$ cat config.mk
export PLATFORM = sky130hd
export DESIGN_NAME = des_round_ctrl
export DESIGN_NICKNAME = d
export VERILOG_FILES = /design/src/rtl/des_round_ctrl.sv
export SDC_FILE = /design/constraint.sdc
export NUM_CORES = 1
export LEC_CHECK = 0
export BUFFER_PORTS_ARGS = -buffer_cell sky130_fd_sc_hd__buf_2
export CORE_ASPECT_RATIO = 1.75
export CORE_MARGIN = 5
export CORE_UTILIZATION = 51
export DETAILED_ROUTE_END_ITERATION = 10
export PLACE_DENSITY = 0.78
export SLEW_MARGIN = 15
export SYNTH_ARGS = -nofsm -noshare
export SYNTH_HDL_FRONTEND = slang
export SYNTH_SLANG_ARGS = --single-unit
$ cat constraint.sdc
create_clock -name clk -period 2 [get_ports clk]
set_input_delay 0.4 -clock clk [delete_from_list [all_inputs] [get_ports clk]]
set_output_delay 0.4 -clock clk [all_outputs]
set_load 0.005 [all_outputs]
$ cat src/rtl/des_round_ctrl.sv
// Round sequencer for the iterative DES engine: owns the C/D key-schedule
// registers and paces an external single-round datapath over NUM_ROUNDS rounds.
module des_round_ctrl #(
  parameter int          NUM_ROUNDS = 16,
  parameter logic [15:0] SHIFT_MASK = 16'h7EFC
) (
  input  logic        clk,
  input  logic        rst,
  input  logic        start,
  input  logic        decrypt,
  input  logic [55:0] key,
  output logic        ready,
  output logic        load_data,
  output logic        round_req,
  input  logic        round_ack,
  output logic [4:0]  round_idx,
  output logic [55:0] round_cd,
  output logic        last_round,
  output logic        out_valid,
  input  logic        out_ready
);

  localparam logic [4:0] LAST_IDX = 5'(NUM_ROUNDS);

  typedef enum logic [1:0] {
    S_IDLE  = 2'd0,
    S_LOAD  = 2'd1,
    S_ROUND = 2'd2,
    S_DONE  = 2'd3
  } state_t;

  state_t      state_reg, state_next;
  logic [55:0] cd_reg, cd_next;
  logic [4:0]  idx_reg, idx_next;
  logic        dir_reg, dir_next;

  // Shared rotator: one operand/amount/direction selection feeds both halves.
  logic [55:0] rot_src;
  logic [55:0] rot_out;
  logic [1:0]  rot_amt;
  logic        rot_right;
  logic [4:0]  dec_sel;

  // Decrypt round r' uses mask bit NUM_ROUNDS+1-r'; with r' = idx+1 that is NUM_ROUNDS-idx.
  assign dec_sel = LAST_IDX - idx_reg;

  always_comb begin
    rot_src   = cd_reg;
    rot_amt   = 2'd0;
    rot_right = dir_reg;
    if (state_reg == S_IDLE) begin
      rot_src   = key;
      rot_right = 1'b0;
      rot_amt   = decrypt ? 2'd0 : 2'd1;
    end else if (dir_reg) begin
      rot_amt = 2'd1 + {1'b0, SHIFT_MASK[dec_sel[3:0]]};
    end else begin
      rot_amt = 2'd1 + {1'b0, SHIFT_MASK[idx_reg[3:0]]};
    end
  end

  genvar gi;
  generate
    for (gi = 0; gi < 2; gi++) begin : g_half
      logic [27:0] half_in;
      logic [27:0] half_out;

      assign half_in = rot_src[gi*28 +: 28];

      // Each 28-bit half wraps within itself.
      always_comb begin
        half_out = half_in;
        case (rot_amt)
          2'd1: half_out = rot_right ? {half_in[0], half_in[27:1]}
                                     : {half_in[26:0], half_in[27]};
          2'd2: half_out = rot_right ? {half_in[1:0], half_in[27:2]}
                                     : {half_in[25:0], half_in[27:26]};
          default: half_out = half_in;
        endcase
      end

      assign rot_out[gi*28 +: 28] = half_out;
    end
  endgenerate

  always_ff @(posedge clk) begin
    if (rst) begin
      state_reg <= S_IDLE;
      cd_reg    <= '0;
      idx_reg   <= '0;
      dir_reg   <= 1'b0;
    end else begin
      state_reg <= state_next;
      cd_reg    <= cd_next;
      idx_reg   <= idx_next;
      dir_reg   <= dir_next;
    end
  end

  always_comb begin
    state_next = state_reg;
    cd_next    = cd_reg;
    idx_next   = idx_reg;
    dir_next   = dir_reg;
    case (state_reg)
      S_IDLE: begin
        if (start) begin
          dir_next   = decrypt;
          cd_next    = rot_out;
          idx_next   = 5'd1;
          state_next = S_LOAD;
        end
      end
      S_LOAD: begin
        state_next = S_ROUND;
      end
      S_ROUND: begin
        if (round_ack) begin
          if (idx_reg < LAST_IDX) begin
            idx_next = idx_reg + 5'd1;
            cd_next  = rot_out;
          end else begin
            idx_next   = 5'd0;
            state_next = S_DONE;
          end
        end
      end
      S_DONE: begin
        if (out_ready) begin
          state_next = S_IDLE;
        end
      end
      default: begin
        state_next = S_IDLE;
      end
    endcase
  end

  // Outputs decode registered state only; nothing combinational from the inputs.
  assign ready      = (state_reg == S_IDLE);
  assign load_data  = (state_reg == S_LOAD);
  assign round_req  = (state_reg == S_ROUND);
  assign round_idx  = round_req ? idx_reg : 5'd0;
  assign round_cd   = round_req ? cd_reg : 56'd0;
  assign last_round = round_req && (idx_reg == LAST_IDX);
  assign out_valid  = (state_reg == S_DONE);

endmodule
After elaboration in Yosys (flattened, before gate mapping). Memories as Yosys holds them, arrays and structs flattened. A register that Yosys moved wholly into a read port is not among the register bits. Cells that the tools add are included.

Input bits: 62. Output and inout port bits: 66. Register bits after elaboration: 64. Memories kept: 2. Logic and storage cells: 61. ROM bits: 32.

Memories: (no name shown) (depth 16, width 1, rd ports 1, clocked after Yosys merged registers in 1, write ports 0, RTL line 58) `rot_amt = 2'd1 + {1'b0, SHIFT_MASK[idx_reg[3:0]]};`; (no name shown) (depth 16, width 1, rd ports 1, clocked after Yosys merged registers in 0, write ports 0, RTL line 56) `rot_amt = 2'd1 + {1'b0, SHIFT_MASK[dec_sel[3:0]]};`.

Reduce and logical (&&, ||, !) cells: 7. Add/subtract/negate cells: 4. Equality and inequality tests: 11. Mux-type cells: 30. Order comparisons: 3.

Operator list (number): $mux W56 (5); $mux W28 (4); $pmux W28 S2 (2); $pmux W56 S2 (1); $mux W5 (4); $mux W2 (6); $lt A4 B5 Y1 const B (2); $pmux W5 S2 (1); $mux W4 (2); $pmux W2 S4 (1); $reduce_and A4 Y1 (2); $eq A2 B2 Y1 const B (3); $ne A2 B1 Y1 const B (3); $add A5 B1 Y5 const B (1); $eq A5 B5 Y1 const B (1); $lt A5 B5 Y1 const B (1); $add A1 B1 Y2 const A (2); $eq A2 B1 Y1 const B (2); $mux W1 (4); $ne A2 B2 Y1 const B (2); $sub A1 B4 Y4 const A (1); $reduce_and A3 Y1 (1); $logic_not A2 Y1 (1); $reduce_and A2 Y1 (1); other kinds (2) (2).

Logic depth before layout (Yosys ltp). Gate-level depths: netlist (run 1).

Depth after elaboration: 11. Depth in mapped cells: 10. Gate-level depth less buffers: 7.

Worst setup path after synthesis (run 1). OpenSTA, ideal clock, no wires.

Kind: register to register. Start point: register state_reg[0]. End point: register cd_reg[0]. Buffers on the path: 3. Required time: 1861 ps. Arrival time: 1954 ps. Period minus slack after synthesis: 2092 ps. Slack: -92 ps. Cell stages (with the launch flop): 11. Library setup time: 139 ps. Path through: dfxtp_1 inv_1 ha_1 buf_2 mux2i_1 a221oi_1 buf_2 buf_4 o211ai_1 a21oi_1 a311oi_2.

Longest elaborated chain between the ends: 7. Elaborated cells between the ends (all ways): 19. Those cells by class: eq/ne: 6; mux: 10; reduce/logical: 3.

Ends and longest elaborated chain: from (decl) (RTL line 32) `state_t state_reg, state_next;`; from (signal assigned) (RTL line 93) `state_reg <= state_next;`; $logic_not A2 Y1 (*); via ready (RTL line 12) `output logic ready,`; $mux W2 (tied with other cells) (RTL line 51) `if (state_reg == S_IDLE) begin`; $eq A2 B2 Y1 (tied with other cells) (RTL line 73) `case (rot_amt)`; $pmux W28 S2 (RTL line 73); $mux W56 (RTL line 119) `if (idx_reg < LAST_IDX) begin`; $mux W56 (RTL line 118) `if (round_ack) begin`; $pmux W56 S2 (RTL line 105) `case (state_reg)`; to (signal assigned) (RTL line 94) `cd_reg <= cd_next;`; to (decl) (RTL line 33) `logic [55:0] cd_reg, cd_next;`.

Mark *: on every way through the listed nets, which the timed path passes. The rest lies on a longest branch. The select of a mux whose other input is x is not followed. A chain may end at the register's enable or synchronous reset.

Worst setup path in the final report (run 1).
Start point: register idx_reg[1]. End point: register cd_reg[28].

Longest elaborated chain between the ends: 11. Elaborated cells between the ends (all ways): 16. Those cells by class: add/sub: 2; order compare: 1; eq/ne: 3; mux: 8; reduce/logical: 1; memory: 1.

Ends and longest elaborated chain: from (decl) (RTL line 34) `logic [4:0] idx_reg, idx_next;`; from (signal assigned) (RTL line 95) `idx_reg <= idx_next;`; $sub A1 B4 Y4 (RTL line 45) `assign dec_sel = LAST_IDX - idx_reg;`; $mem_v2 Z16 W1; $mux W1 (not written as such) (RTL line 56); $add A1 B1 Y2 (RTL line 56); $mux W2 (RTL line 55) `end else if (dir_reg) begin`; $mux W2 (RTL line 51); $eq A2 B2 Y1 or $eq A2 B1 Y1 (tied branches) (RTL line 73); $pmux W28 S2 (RTL line 73); $mux W56 (RTL line 119); $mux W56 (RTL line 118); $pmux W56 S2 (RTL line 105).

Several ways; a longest one is shown, not always the timed one. The select of a mux whose other input is x is not followed.

==> parameters.txt, run 1 <==
Parameter                              Value

Die
  Full die area    14,600 sq um
  Total core area    12,000 sq um
  Die height    156 um
  Num rows    53
  Count of boundary I/O pins    roughly 130
  Effective utilization at floorplan    52.0%
  Die extent in x    ~94 um

Pwr
  Internal power consumption    around 7600 uW
  Switching share of power    between 40 and 50%
  Net load switching power    7300 uW
  Leakage power figure    0.00357 uW
  Cell area power density    1740 nW/um^2
  Gate power share    70.7%
  Sum of internal, switching and leakage power    approximately 15,000 uW
  Proportion of power drawn by flip-flops and latches    a little under a fifth
  VDD IR-drop max    0.00221 V
  Power share of the clock group    10.5%

Worst hold path
  Path class of the lowest-slack min-delay path    input port to register
  Endpoint, Worst Hold    dir_reg
  Hold path cells    3
  Launch instance of the worst min-delay path    decrypt

Final layout
  Final-stage net count    1,070
  Share of the core filled with cells in the final layout    71.6%
  Layout-stage area growth over the synthesis result    37.6%
  Layout cell share with drive strength beyond 1    between 30% and 40%
  Max reg flops    56

Critical path
  Slack of the worst reg-to-reg path    -0.13 ns
  Arrival time at the worst endpoint    2.33 ns
  CP startpoint kind    register
  Capturing element type of the critical path    register
  Slowest library cell on the worst path    sky130_fd_sc_hd__and2_4
  RR Endpoint    cd_reg[28]
  CP cell instances    inv_4, buf_4, ha_2, nor2_2, a21oi_2, o221ai_4, and2_4, clkbuf_16, a311oi_2
  Critical Path Start    idx_reg[1]
  Type of the setup path with the least slack    register to register
  Top fanout value on the critical path    8
  Worst flop-to-flop path startpoint    idx_reg[1]
  Delay of the slowest cell on the worst path    roughly 0.38 ns
  Crit path required time    around 2.2 ns
  Logic depth of the worst register-to-register path    9

Clock tree
  Clock root buffer master    sky130_fd_sc_hd__clkbuf_16
  Hold Buf Count CTS    0
  CTS tree    built
  Worst-path clk slew    0.06 ns
  Clock insertion delay at the later pin of the skew report    0.34 ns
  TritonCTS Buffers    9
  Number of H-tree branching levels    3
  Maximum number of buffers from clock root to sink    2
  Clock net sink count    between 60 and 70

Placed design
  Routability congestion estimate    0.858
  Hpwl dp    13,700 um
  # port buffers    127
  Worst slack at placement    -0.0479 ns

Routing
  Post-route DRC    0
  Number of violations reported at the end of detailed-routing iteration 0    about 900
  Routed WL per cell    21.8 um
  Via/cell ratio    6.71
  Antenna-violating nets left    0
  Total Wirelength    25,600 um
  1st-pass router iterations    7
  Total number of vias    about 7.9k

GRT
  Global-route wire length before repair    36,100 um
  Vias in the first global route    7,246
  Global-route usage over all layers    30.6%
  Pin count of the biggest net entering global routing    92
  Number of antenna violations at the first check in global routing    3
  GRT overflow    0

STA
  Slew HR    66.2%
  Final count of pins violating max slew    0
  Setup violations, final    56
  Min cycle time layout    2.13 ns
  Final worst path period share    106%
  Crit path setup slack, layout    -0.127 ns
  Number of endpoints with negative hold slack in the final report    0
  Unrepaired setup endpoints after global routing    yes
  Final clock skew    roughly 0.008 ns
  Highest clock frequency the design can meet    470 MHz
  Transition time at the pin with the least slew margin    0.505 ns
  Worst Hold Slack    0.392 ns

Yosys
  Synthesis-stage register bit count    65
  Cell Area, Synth    6240 sq um
  Synthesized Nets    927
  Post-synth EDFFs    0
  Sequential area share after synthesis    20.8%
  Distinct cell type count after synthesis    38
  Mapped Avg Cell Area    7.28 sq um
  Proportion of netlist area held by the largest area contributor    20.8%
  Cell types occupying the most area after synthesis    sky130_fd_sc_hd__dfxtp_1, sky130_fd_sc_hd__a21oi_1, sky130_fd_sc_hd__a311oi_2, sky130_fd_sc_hd__a211o_1, sky130_fd_sc_hd__nor2_1
  Instance count of the mapped netlist    858
  Most common flop cell mapped by yosys    sky130_fd_sc_hd__dfxtp_1
  Synth warn    0
  Cell taking the most area after synthesis    sky130_fd_sc_hd__dfxtp_1
  FFs w/ async S/R, synth    0%

Outcome
  Failing checks    setup timing
  Result of the run    complete, but fails checks

Flow run
  Total of max-cap violations    0
==> worst max-delay path: cells and delay by family (launching register included) <==
family                   cells  cell delay [ns]
flip-flops                   1             0.36
adder cells (fa/ha/maj)      1             0.19
buffers and inverters        3             0.41
AND/OR/NAND/NOR              2             0.57
AO/OA/AOI/OAI                3             0.46
==> metal layers <==
metal,vias to the layer above,GRT usage (%),routed length (um)
met2,591,54.6,12700
li1,3483,-,-
met3,170,4.04,2450
met5,-,0,0
met4,0,17.8,1910
met1,3631,34.2,8550
==> cell usage after synthesis, types with 2 or more instances <==
cell,count
sky130_fd_sc_hd__mux2i_1,6
sky130_fd_sc_hd__nand2b_1,4
sky130_fd_sc_hd__a21o_1,5
sky130_fd_sc_hd__buf_2,27
sky130_fd_sc_hd__buf_1,3
sky130_fd_sc_hd__buf_6,5
sky130_fd_sc_hd__inv_1,6
sky130_fd_sc_hd__clkbuf_1,62
sky130_fd_sc_hd__a21oi_1,121
sky130_fd_sc_hd__buf_4,3
sky130_fd_sc_hd__a211oi_1,54
sky130_fd_sc_hd__dfxtp_1,65
sky130_fd_sc_hd__nand2_1,59
sky130_fd_sc_hd__a311oi_1,16
sky130_fd_sc_hd__and2_1,62
sky130_fd_sc_hd__a211o_1,56
sky130_fd_sc_hd__nor2_1,122
sky130_fd_sc_hd__and3_1,2
sky130_fd_sc_hd__a21boi_0,2
sky130_fd_sc_hd__a311oi_2,40
sky130_fd_sc_hd__nor3_1,4
sky130_fd_sc_hd__o211ai_1,56
sky130_fd_sc_hd__ha_1,7
sky130_fd_sc_hd__nor2b_1,55
sky130_fd_sc_hd__nand3_1,3
==> logic make-up (layout without fill, tap and decap cells) <==
| logic type | count (synthesis) | count (layout) | synth area share, % |
|---|---|---|---|
| compound gates | 357 | 357 | 44.5 |
| xor+xnor | 1 | 1 | 0.140 |
| fa+ha+maj | 7 | 7 | 1.40 |
| buf+inv | 106 | 254 | 7.70 |
| flops | 65 | 65 | 20.8 |
| mux | 7 | 7 | 1.14 |
| other cells | 0 | 3 | 0 |
| simple gates | 315 | 315 | 24.3 |
==> repair_timing <==
item                       4_1_cts  5_1_grt
buffers inserted                27       12
resized for setup               37       45
pin swaps                       10       54
hold endpoints to repair         0        0
gates cloned                     7       12
setup endpoints to repair      115       78
==> stage by stage <==
step | instance area (sq um) | TNS (ns) | std cells
2_1_floorplan | 6260 | 0 | 858
3_3_place_gp | 7290 | -0.000879 | 1099
3_5_place_dp | 7290 | -0.677 | 1099
4_1_cts | 8100 | -0.101 | 1149
5_1_grt | 8590 | -7.81 | 1174
6_report | 8590 | -5.01 | 1174
==> final cells by class <==
type	instances	area, sq um
multi-input combinational	687	4720
fill	898	3410
timing repair buffer	232	2030
sequential	65	1310
clock buffer	14	275
tap	165	206
inverter	6	30.0
clock inverter	2	10.0
antenna	3	7.51
==> cells in the final DEF (no fill, tap or decap), drive strengths merged <==
cell	count
and2	63
nor2b	55
a31oi	1
a21boi	2
a211o	56
or4b	1
buf	222
o21bai	1
inv	6
a311oi	56
mux2i	6
diode	3
mux2	1
nor3	4
a211oi	54
ha	7
o221ai	1
or2	1
and3	2
clkbuf	24
a21o	5
dfxtp	65
a221oi	1
o21ai	1
nand2b	4
nand3	3
clkinv	2
o211ai	56
nand2	59
xor2	1
a22o	1
nor2	122
a21oi	122
or3b	1
==> power groups by stage <==
| stage | Sequential, uW | Clock, uW | Combinational [uW] |
|---|---|---|---|
| final | 2800 | 1570 | 10600 |
| after global routing | 2870 | 1620 | 11200 |
| after CTS | 2730 | 1560 | 9260 |
| after detailed placement | 2730 | 0 | 7870 |
| after global placement | 2740 | 0 | 7690 |
| after floorplan | 2370 | 0 | 5830 |
==> how the worst max path moves through the flow <==
stage	endpoint	cells after the start
6_report	cd_reg[28]	9
5_1_grt	cd_reg[28]	9
4_1_cts	cd_reg[4]	8
3_5_place_dp	cd_reg[54]	8
3_3_place_gp	cd_reg[33]	8
2_1_floorplan	cd_reg[0]	10
(Power assumes the default switching activity.)
==> run 2, diff against run 1 <==
--- a/config.mk
+++ b/config.mk
@@ -6,11 +6,13 @@
 export NUM_CORES = 1
 export LEC_CHECK = 0
 export BUFFER_PORTS_ARGS = -buffer_cell sky130_fd_sc_hd__buf_2
+export CELL_PAD_IN_SITES_DETAIL_PLACEMENT = 2
+export CELL_PAD_IN_SITES_GLOBAL_PLACEMENT = 2
 export CORE_ASPECT_RATIO = 1.75
 export CORE_MARGIN = 5
-export CORE_UTILIZATION = 51
+export CORE_UTILIZATION = 28
 export DETAILED_ROUTE_END_ITERATION = 10
-export PLACE_DENSITY = 0.78
+export PLACE_DENSITY_LB_ADDON = 0.1
 export SLEW_MARGIN = 15
 export SYNTH_ARGS = -nofsm -noshare
 export SYNTH_HDL_FRONTEND = slang
==> run 2 against run 1 <==
- the run still ends with setup timing left
- largest cell class unchanged
- non-clock buffer count decreased by 4
- maximum frequency increased by 2.4%
- cell area increased by 2.1%
- highest routed layer is now met5
- wire length increased by 18%
- setup slack improved by 0.051 ns
- flip-flop and latch count unchanged
- worst hold slack got worse by 0.016 ns
- register-to-register slack improved by 0.05 ns
- first-iteration DRC count decreased by 66%
==> parameters.txt, run 2 (synthesis results as in run 1) <==
Parameter                              Value

Outcome
  Result of the run    complete, but fails checks
  Failing checks    setup timing

Final layout
  Count of placed standard cells in the final layout, fillers left out    1,298 (+11%)
  Number of diodes    0 (-3)
  Most common cell after layout, fill and taps aside    sky130_fd_sc_hd__buf_2
  Layout cell share with drive strength beyond 1    35.4% (+1.6 points)
  Number of fill cells in the layout    2,527 (+180%)
  Share of the core filled with cells in the final layout    39.8% (-32 points)
  Commonest non-fill, non-tap cells in the layout    sky130_fd_sc_hd__buf_2, sky130_fd_sc_hd__nor2_1, sky130_fd_sc_hd__a21oi_1
  Max reg flops    56 (unchanged)
  Layout-stage area growth over the synthesis result    40.5%
  Final-stage net count    1,066 (-0.37%)

STA
  Final worst path period share    104% (-2.5 points)
  Final clock skew    0.00744 ns (-0.000494 ns)
  Min cycle time layout    2.08 ns (-0.0508 ns)
  Crit path setup slack, layout    -0.0758 ns (+0.0508 ns)
  Transition time at the pin with the least slew margin    0.478 ns (-0.0271 ns)
  Final count of pins violating max slew    0 (unchanged)
  Number of endpoints with negative hold slack in the final report    0 (unchanged)
  Highest clock frequency the design can meet    482 MHz (+2.4%)
  Slew HR    68.1% (+1.9 points)
  Setup violations, final    21 (-63%)
  Unrepaired setup endpoints after global routing    yes

Clock tree
  Clock net sink count    65 (unchanged)
  Hold Buf Count CTS    0 (unchanged)
  TritonCTS Buffers    9 (unchanged)
  CTS tree    built
  Maximum number of buffers from clock root to sink    2 (unchanged)
  Number of H-tree branching levels    3 (unchanged)
  Worst-path clk slew    0.06 ns (about the same)
  Clock insertion delay at the later pin of the skew report    0.35 ns (about the same)
  Clock root buffer master    sky130_fd_sc_hd__clkbuf_16

Die
  Full die area    25,500 sq um (+74%)
  Die height    208 um (+33%)
  Die extent in x    123 um (+31%)
  Num rows    72 (+36%)
  Effective utilization at floorplan    28.3% (-24 points)
  Total core area    22,100 sq um (+84%)
  Count of boundary I/O pins    128 (unchanged)

GRT
  Vias in the first global route    8,309 (+15%)
  Pin count of the biggest net entering global routing    106 (+15%)
  GRT overflow    0 (unchanged)
  Number of antenna violations at the first check in global routing    1 (-2)
  Global-route usage over all layers    22.9% (-7.6 points)
  Global-route wire length before repair    46,600 um (+29%)

Critical path
  Top fanout value on the critical path    8 (unchanged)
  Delay of the slowest cell on the worst path    0.38 ns (about the same)
  Buffers and inverters on the worst path    3 (unchanged)
  Cell family with most CP delay    compound AO/OA/AOI/OAI gates
  Arrival time at the worst endpoint    2.30 ns (-0.03 ns)
  Capturing element type of the critical path    register
  CP cell instances    inv_4, ha_4, mux2i_4, a221oi_4, buf_6, buf_12, o211ai_1, a21oi_1, a311oi_1
  Slowest library cell on the worst path    sky130_fd_sc_hd__dfxtp_4
  Type of the setup path with the least slack    register to register
  CP startpoint kind    register
  Crit path required time    2.22 ns (about the same)

Pwr
  Cell area power density    1710 nW/um^2 (-1.5%)
  Leakage power figure    0.00354 uW (-0.61%)
  VDD IR-drop max    0.00101 V (-54%)

Flow run
  Total of max-cap violations    0 (unchanged)

Placed design
  Hpwl dp    19,100 um (+39%)
  Routability congestion estimate    0.777 (-9.4%)
  Inst Count DP    1,239 (+13%)
  # port buffers    127 (unchanged)

Routing
  Total Wirelength    30,200 um (+18%)
  Routed WL per cell    23.3 um (+7.0%)
  Total number of vias    7,425 (-5.7%)
  Number of violations reported at the end of detailed-routing iteration 0    314 (-66%)
  Via/cell ratio    5.72 (-15%)
  Antenna-violating nets left    0 (unchanged)
  Post-route DRC    0 (unchanged)
  1st-pass router iterations    4 (-3)

Worst hold path
  Path class of the lowest-slack min-delay path    input port to register
==> run 2: worst reg2reg max path, stage by stage, from the launching register on <==
cell                       delay, ns
sky130_fd_sc_hd__dfxtp_4        0.38
sky130_fd_sc_hd__inv_4          0.04
sky130_fd_sc_hd__ha_4           0.18
sky130_fd_sc_hd__mux2i_4        0.21
sky130_fd_sc_hd__a221oi_4       0.28
sky130_fd_sc_hd__buf_6          0.25
sky130_fd_sc_hd__buf_12         0.15
sky130_fd_sc_hd__o211ai_1       0.12
sky130_fd_sc_hd__a21oi_1        0.23
sky130_fd_sc_hd__a311oi_1       0.09
==> run 2: area by class of cell <==
cell class | instances | area [sq um] | area share, %
Sequential cell | 65 | 1310 | 15.0
Timing Repair Buffer | 228 | 1970 | 22.4
Multi-Input combinational cell | 687 | 4790 | 54.6
Inverter | 6 | 27.5 | 0.314
Clock buffer | 14 | 274 | 3.12
Clock inverter | 2 | 35.0 | 0.399
Tap cell | 296 | 370 | 4.22
==> run 2: repair_timing <==
item                                   in CTS  in global routing
buffers inserted                           16                 15
endpoints found under the hold margin       0                  0
cloned                                      9                  4
setup endpoints to repair                 117                 72
pin swaps                                  27                 19
resized for setup                          50                 48
==> run 2: where the power goes <==
part	total (uW)	switching, uW	internal [uW]
Clock	1750	677	1070
Sequential	2840	945	1900
Combinational	10400	5760	4670
==> run 2: path summary, 6_finish.rpt <==
path	endpoint	slack, ns	cells past startpoint	from
max	cd_reg[31]	-0.08	9	state_reg[1]
min reg2reg	dir_reg	0.53	2	dir_reg
max reg2reg	cd_reg[31]	-0.08	9	state_reg[1]
min	dir_reg	0.38	3	decrypt
==> run 2: metrics by stage <==
stage	TNS, ns	area, sq um	setup WS, ns	power [uW]	hold slack (ns)
global placement	-0.0515	7520	-0.0186	11000	0.511
detailed placement	-4.68	7520	-0.134	11400	0.522
CTS	-0.193	8380	-0.0454	14300	0.367
floorplan	0	6260	0.0000449	8200	0.467
global route	-4.17	8770	-0.137	16000	0.411
finish	-0.498	8770	-0.0758	15000	0.376
==> run 2: per-layer routing <==
layer,vias to the layer above,wire length [um],track usage (%)
li1,3437,-,-
met1,3781,11800,25.3
met2,158,16700,43.5
met3,47,971,3.27
met4,2,782,7.73
met5,-,13,0
